## src/rtl/cpu_pkg.sv

```systemverilog
// Shared CPU definitions for the fetch stage.
//   fetch_state_t : fetch controller FSM states (HALT is reachable only when the
//                   controller is built with FETCH_HALT_EN defined)
//   PC_W, INSTR_W : program counter and instruction word widths
//   HALT_INSTR    : instruction word that parks the controller when halting is enabled
package cpu_pkg;

  localparam int PC_W    = 16;
  localparam int INSTR_W = 32;

  localparam logic [INSTR_W-1:0] HALT_INSTR = 32'hFFFF_FFFF;

  typedef enum logic [1:0] {
    BOOT = 2'd0,
    RUN  = 2'd1,
    HALT = 2'd2
  } fetch_state_t;

endpackage

```

## src/rtl/if_id_reg.sv

```systemverilog
// IF/ID pipeline register with hold and flush controls.
// Ports:
//   clk, rst            : clock, synchronous active-high reset
//   i_hold              : keep current contents (stall)
//   i_flush             : load a bubble {NOP_INSTR, 0, valid=0}; wins over i_hold
//   i_instr, i_pc1      : fetched instruction and its PC+1
//   o_instr, o_pc1      : registered instruction / PC+1
//   o_valid             : register holds a real instruction
module if_id_reg
  import cpu_pkg::*;
#(
  parameter logic [INSTR_W-1:0] NOP_INSTR = 32'h0000_0000
) (
  input  logic               clk,
  input  logic               rst,
  input  logic               i_hold,
  input  logic               i_flush,
  input  logic [INSTR_W-1:0] i_instr,
  input  logic [PC_W-1:0]    i_pc1,
  output logic [INSTR_W-1:0] o_instr,
  output logic [PC_W-1:0]    o_pc1,
  output logic               o_valid
);

  logic [INSTR_W-1:0] r_instr;
  logic [PC_W-1:0]    r_pc1;
  logic               r_valid;

  // Reset and flush leave the same bubble behind.
  always_ff @(posedge clk) begin
    if (rst || i_flush) begin
      r_instr <= NOP_INSTR;
      r_pc1   <= '0;
      r_valid <= 1'b0;
    end else if (!i_hold) begin
      r_instr <= i_instr;
      r_pc1   <= i_pc1;
      r_valid <= 1'b1;
    end
  end

  assign o_instr = r_instr;
  assign o_pc1   = r_pc1;
  assign o_valid = r_valid;

endmodule

```

## src/rtl/fetch_controller.sv

```systemverilog
// Instruction-fetch sequencing controller: owns the PC, fills the IF/ID register,
// and applies stall / branch-redirect / optional halt control.
// Optional feature macro: FETCH_HALT_EN (enables HALT on instruction 32'hFFFF_FFFF).
// Ports:
//   clk, rst        : clock, synchronous active-high reset
//   stall           : hold PC and IF/ID
//   branch_taken    : redirect PC to branch_target and squash IF/ID
//   branch_target   : redirect address
//   instr_in        : fetched instruction for current pc (combinational from pc)
//   pc_plus1_in     : pc+1 from the fetch-stage adder
//   pc              : registered program counter
//   if_id_instr/pc1/valid : IF/ID register contents
//   halted          : controller parked in HALT (tied 0 without FETCH_HALT_EN)
module fetch_controller
  import cpu_pkg::*;
#(
  parameter logic [PC_W-1:0]    RESET_PC  = 16'h0000,
  parameter logic [INSTR_W-1:0] NOP_INSTR = 32'h0000_0000
) (
  input  logic               clk,
  input  logic               rst,
  input  logic               stall,
  input  logic               branch_taken,
  input  logic [PC_W-1:0]    branch_target,
  input  logic [INSTR_W-1:0] instr_in,
  input  logic [PC_W-1:0]    pc_plus1_in,
  output logic [PC_W-1:0]    pc,
  output logic [INSTR_W-1:0] if_id_instr,
  output logic [PC_W-1:0]    if_id_pc1,
  output logic               if_id_valid,
  output logic               halted
);

  fetch_state_t    r_state;
  fetch_state_t    w_state_next;
  logic [PC_W-1:0] r_pc;
  logic [PC_W-1:0] w_pc_next;
  logic            w_hold;
  logic            w_flush;

  always_ff @(posedge clk) begin
    if (rst) begin
      r_state <= BOOT;
      r_pc    <= RESET_PC;
    end else begin
      r_state <= w_state_next;
      r_pc    <= w_pc_next;
    end
  end

  always_comb begin
    w_state_next = r_state;
    w_pc_next    = r_pc;
    w_hold       = 1'b0;
    w_flush      = 1'b0;
    case (r_state)
      BOOT: begin
        // One settling cycle; redirect and stall requests are not yet meaningful.
        w_state_next = RUN;
        w_flush      = 1'b1;
      end
      RUN: begin
        if (branch_taken) begin
          w_pc_next = branch_target;
          w_flush   = 1'b1;
        end else if (stall) begin
          w_hold = 1'b1;
        end else begin
`ifdef FETCH_HALT_EN
          // The halt word is latched like any fetch, but the PC stops on it.
          if (instr_in == HALT_INSTR) begin
            w_state_next = HALT;
          end else begin
            w_pc_next = pc_plus1_in;
          end
`else
          w_pc_next = pc_plus1_in;
`endif
        end
      end
`ifdef FETCH_HALT_EN
      HALT: begin
        w_flush = 1'b1;
      end
`endif
      default: begin
        // Unreachable encodings fall back to a clean boot.
        w_state_next = BOOT;
        w_flush      = 1'b1;
      end
    endcase
  end

  if_id_reg #(
    .NOP_INSTR (NOP_INSTR)
  ) u_if_id (
    .clk     (clk),
    .rst     (rst),
    .i_hold  (w_hold),
    .i_flush (w_flush),
    .i_instr (instr_in),
    .i_pc1   (pc_plus1_in),
    .o_instr (if_id_instr),
    .o_pc1   (if_id_pc1),
    .o_valid (if_id_valid)
  );

  assign pc = r_pc;

`ifdef FETCH_HALT_EN
  assign halted = (r_state == HALT);
`else
  assign halted = 1'b0;
`endif

endmodule

```

## config.mk

```make
export PLATFORM = sky130hd
export DESIGN_NAME = fetch_controller
export DESIGN_NICKNAME = d
export VERILOG_FILES = /design/src/rtl/cpu_pkg.sv /design/src/rtl/if_id_reg.sv /design/src/rtl/fetch_controller.sv
export SDC_FILE = /design/constraint.sdc
export NUM_CORES = 1
export LEC_CHECK = 0
export CORE_ASPECT_RATIO = 1.25
export CORE_MARGIN = 2
export CORE_UTILIZATION = 30
export DETAILED_ROUTE_END_ITERATION = 10
export GPL_TIMING_DRIVEN = 0
export PLACE_DENSITY_LB_ADDON = 0.15
export SYNTH_ARGS = -nofsm -noshare
export SYNTH_HDL_FRONTEND = slang
export SYNTH_SLANG_ARGS = --single-unit
```

## constraint.sdc

```tcl
create_clock -name clk -period 3.6 [get_ports clk]
set_clock_uncertainty 0.05 [all_clocks]
set_input_delay 1.08 -clock clk [delete_from_list [all_inputs] [get_ports clk]]
set_output_delay 1.08 -clock clk [all_outputs]
set_load 0.005 [all_outputs]
```

# After elaboration in Yosys (flattened, before gate mapping)
# Index checks and enable logic that the tools add are counted.
# W data, S select, Z words.
classes:
  eq_ne: 2
  n_mux: 8
  reduce_logical: 3
ops:
  columns: ["cell", "n"]
  rows:
  - ["$mux W16", 2]
  - ["$mux W1", 5]
  - ["$pmux W2 S2", 1]
  - ["$eq A2 B1 Y1 const B", 1]
  - ["$logic_not A2 Y1", 1]
  - ["$ne A2 B1 Y1 const B", 1]
  - ["$reduce_and A2 Y1", 1]
  - ["$logic_or A1 B1 Y1", 1]
totals:
  ff_bits: 67
  inputBits: 68
  out_inout_bits: 66
  elab_cells: 18

# Depth between registers and ports, before layout
# Gate-level depths: netlist of run 1.
depth:
  word_depth: 3
  ltp_mapped: 7
  mapped_depth_nobuf: 3

# By module
# From an unflattened synthesis of run 1, not the netlist that was laid out.
hier_totals:
  cells_unflattened: 243
  hier_area_um2: 2618.8
modules_own_cells:
  columns: ["mod", "n_inst", "cells_per_inst", "area_each_um2", "seq_area_each_um2"]
  rows:
  - ["if_id_reg", 1, 160, 1745.4, 980.9]
  - ["fetch_controller", 1, 83, 873.3, 340.3]

# Worst setup path after synthesis of run 1
# No wires, ideal clock.
synth_path:
  path_type: "input to register"
  from: "in rst"
  to: "reg u_if_id.r_instr[26] (netlist: u_if_id.o_instr[26])"
  setup_ns: 0.059
  t_arrival_ns: 2.123
  t_required_ns: 3.491
  slack_ns: 1.368
  stages: 6
  n_path_buf: 3
  cell_sequence: "buf_2 -> or3b_4 -> nor2_4 -> buf_4 -> buf_6 -> a22o_1"
synth_between:
  elab_chain_cells: 1
synth_rtl:
  columns: ["item", "line", "source"]
  rows:
  - ["from (decl)", "fetch_controller.sv:21", "input logic rst,"]
  - ["$logic_or A1 B1 Y1", "if_id_reg.sv:31", "if (rst || i_flush) begin"]
  - ["to (signal assigned)", "if_id_reg.sv:36", "r_instr <= i_instr;"]
  - ["to (decl)", "if_id_reg.sv:25", "logic [INSTR_W-1:0] r_instr;"]
# Every way passes these cells.
# A chain may end at the register's enable or synchronous reset.

# Worst setup path after layout of run 1
layout_path:
  from: "in stall"
  to: "reg r_pc[14] (netlist: pc[14])"
layout_between:
  elab_chain_cells: 2
layout_rtl:
  columns: ["item", "line", "source"]
  rows:
  - ["from (decl)", "fetch_controller.sv:22", "input logic stall,"]
  - ["$ne A2 B1 Y1 (no line)", null, null]
  - ["$reduce_and A2 Y1 (no line)", null, null]
  - ["to (signal assigned)", "fetch_controller.sv:47", "r_pc <= w_pc_next;"]
  - ["to (decl)", "fetch_controller.sv:36", "logic [PC_W-1:0] r_pc;"]
# Every way passes these cells.

==> results of run 1 <==
==> registers in the layout, summed over array words and instances (netlist names) <==
register / cells
pc: 16
r_state: 1
u_if_id.o_instr: 32
u_if_id.o_valid: 1
u_if_id.o_pc1: 16
==> metal layers <==
metal,global-route usage (%),up-vias
met5,0,-
met4,7.188,0
met3,5.124,11
met2,24.94,80
met1,17.13,907
li1,-,1006
==> critical path, stage by stage <==
cell and delay [ns]:
clkdlybuf4s50_1 0.50, nand2b_1 0.11, buf_2 0.19, clkbuf_1 0.39, a21oi_1 0.13, a211oi_1 0.24
==> report_power, final <==
part / total [mW] / internal (mW) / switching, mW / leakage, nW
registers: 0.768 / 0.755 / 0.0125 / 0.538
logic: 0.209 / 0.139 / 0.0699 / 0.894
clock network: 0.599 / 0.332 / 0.267 / 0.0941
==> cell type report <==
class,count,area [sq um]
well taps,92,115.1
inverters,3,11.26
multi-input cells,103,845.8
repair buffers,130,1301
fillers,712,3507
plain buffers,21,150.1
flip-flops and latches,66,1321
clock inverters,5,55.05
clock buffers,10,137.6
==> through the flow <==
| step | setup slack (ns) | cell area (sq um) | hold WS, ns |
|---|---|---|---|
| after floorplan | 1.368 | 2328 | 0.3916 |
| after CTS | 1.173 | 3938 | 0.4058 |
| after detailed placement | 0.8229 | 3745 | 0.3954 |
| after global placement | 0.8577 | 3745 | 0.3887 |
| after global routing | 1.046 | 3938 | 0.4205 |
| final | 1.142 | 3938 | 0.4021 |
==> final timing paths <==
| kind | cells after the start | end | start |
|---|---|---|---|
| max | 6 | pc[14] | stall |
| min | 2 | u_if_id.o_valid | u_if_id.o_valid |
| max reg2reg | 6 | u_if_id.o_pc1[8] | r_state[0] |
| min reg2reg | 2 | u_if_id.o_valid | u_if_id.o_valid |
==> cells in the final DEF, fill, tap and decap left out, types with 2 or more instances in the layout <==
cell | netlist | routed
nor2_4 | 2 | 2
buf_6 | 7 | 7
mux2i_1 | 16 | 16
buf_4 | 2 | 2
buf_2 | 9 | 9
a211oi_2 | 2 | 2
a22o_1 | 48 | 48
clkinv_2 | 0 | 2
dfxtp_1 | 66 | 66
clkbuf_1 | 2 | 2
clkdlybuf4s50_1 | 0 | 130
a21oi_1 | 17 | 17
clkbuf_8 | 0 | 10
inv_1 | 3 | 3
a211oi_1 | 14 | 14
clkinvlp_4 | 0 | 2
==> kinds of logic (layout without fill, tap and decap cells) <==
| group | Yosys count | in the layout | synth area share, % |
|---|---|---|---|
| buf+inv | 24 | 169 | 6.932 |
| flops | 66 | 66 | 56.74 |
| compound gates | 81 | 81 | 27.30 |
| mux | 16 | 16 | 6.878 |
| simple gates | 5 | 5 | 1.988 |
| other cells | 1 | 1 | 0.1610 |
==> impl_metrics.toml, run 1 <==
[synthesis]
synth_top_cells_by_count = "dfxtp_1, a22o_1, a21oi_1"
synth_ff_type = "dfxtp_1"
synth.avg_cell_area_sq_um = 12.06
synth_top_area_share_pct = 56.74
synth_warnings = 0
syn_area_sq_um = 2328
synth.net_count = 261
ys_types = 17
synth.area.top_cells = "dfxtp_1, a22o_1, mux2i_1"
synth.most_common_cell = "dfxtp_1"
synth_largest_area_cell = "dfxtp_1"
seq_area_frac_synth_pct = 56.74
ys_ff_latch = 66
synth-edff-count = 0
async_reset_ff_share_pct = 0
synthCells = 193

[routing]
vias = 2004
wl_met1_microns = 2557
wl_met2_microns = 3144
routed_wl_microns = 6302
antenna_left = 0
drt_iter0_drc = 72
via_per_inst = 4.660
drc = 0
first_pass_iters = 4
avgRoutedWirePerCell_microns = 14.66
wl_met3_microns = 479
highest_layer = "met4"

[floorplan]
core-area_sq_um = 7445
ioPinCount = 134
initial_utilization_pct = 31.28
die_w_microns = 82.80
die_area_sq_um = 8487
die_y_microns = 102.5
rows = 35

[cts]
ctsHoldBuffers = 0
root_buffer = "clkbuf_8"
clock_latency_ns = 0.32
cts_tree = "yes"
h-tree-depth = 3
cts.repair.resized = 0
cts_buffer_depth = 2
cts_buffers = 9
cts_setup_buffers = 0
path_clk_slew_ns = 0.07
clkSinkCount = 66

[worst_hold_path]
hp-class = "flop to flop"

[placement]
dpl.hpwl_microns = 4629
dp.cells = 415
numPortBuffers = 130
place.gp.congestion = 0.7327

[timing]
hold_viol_final = 0
min_period_ns = 2.458
rsz0062_at_grt = "false"
setup-tns-final_ns = 0
slew_viol_final = 0
fmax_ghz = 0.4068
finalCritPeriodShare_pct = 68.28
finalSetupViolCount = 0

[layout]
fin_nets = 402
final_util_pct = 52.89
drive_above_1_share_pct = 11.24
antenna-diode-count = 0
fin_cells = 430
syn_to_final_growth_pct = 69.10

[worst_setup_path]
worstPathRequired_ns = 3.78
arrival_ns = 2.64
critPathMaxFanout = 10
crit_type = "input port to flop"
endpoint_kind = "flop"
r2r_slack_ns = 1.95
setup.worst_path.start_class = "input port"

[power]
p_leak_nw = 1.526
ir_worst_vdd_mv = 0.1673
p_per_area_nw_per_um2 = 400.2
p_total_mw = 1.576

[grt]
grtUsageTotal_pct = 14.85
grt_pass1_wl_microns = 10140
grt_overflow_total = 0
grt_max_degree = 12
antenna_found_initial = 0
grt_pass1_vias = 2140

[run_status]
status = "finished, final reports clean"

[job]
maxCapViolations = 0
(Power assumes the default switching activity.)
==> run 2: changes to the inputs <==
==> constraint.sdc (replaced) <==
create_clock -name clk -period 2.29 [get_ports clk]
set_clock_uncertainty 0.05 [all_clocks]
set_input_delay 0.687 -clock clk [delete_from_list [all_inputs] [get_ports clk]]
set_output_delay 0.687 -clock clk [all_outputs]
set_load 0.005 [all_outputs]
==> results of run 2 <==
Same layout as run 1 (identical final DEF). Status: finished, final reports clean.
Main changes from that run: setup slack after placement 0.8229 ns -> -0.09405 ns; setup slack after layout 1.142 ns -> 0.2251 ns; register-to-register setup slack 1.95 ns -> 0.64 ns; total power 1.576 mW -> 2.477 mW; worst IR drop on VDD 0.1673 mV -> 0.2630 mV
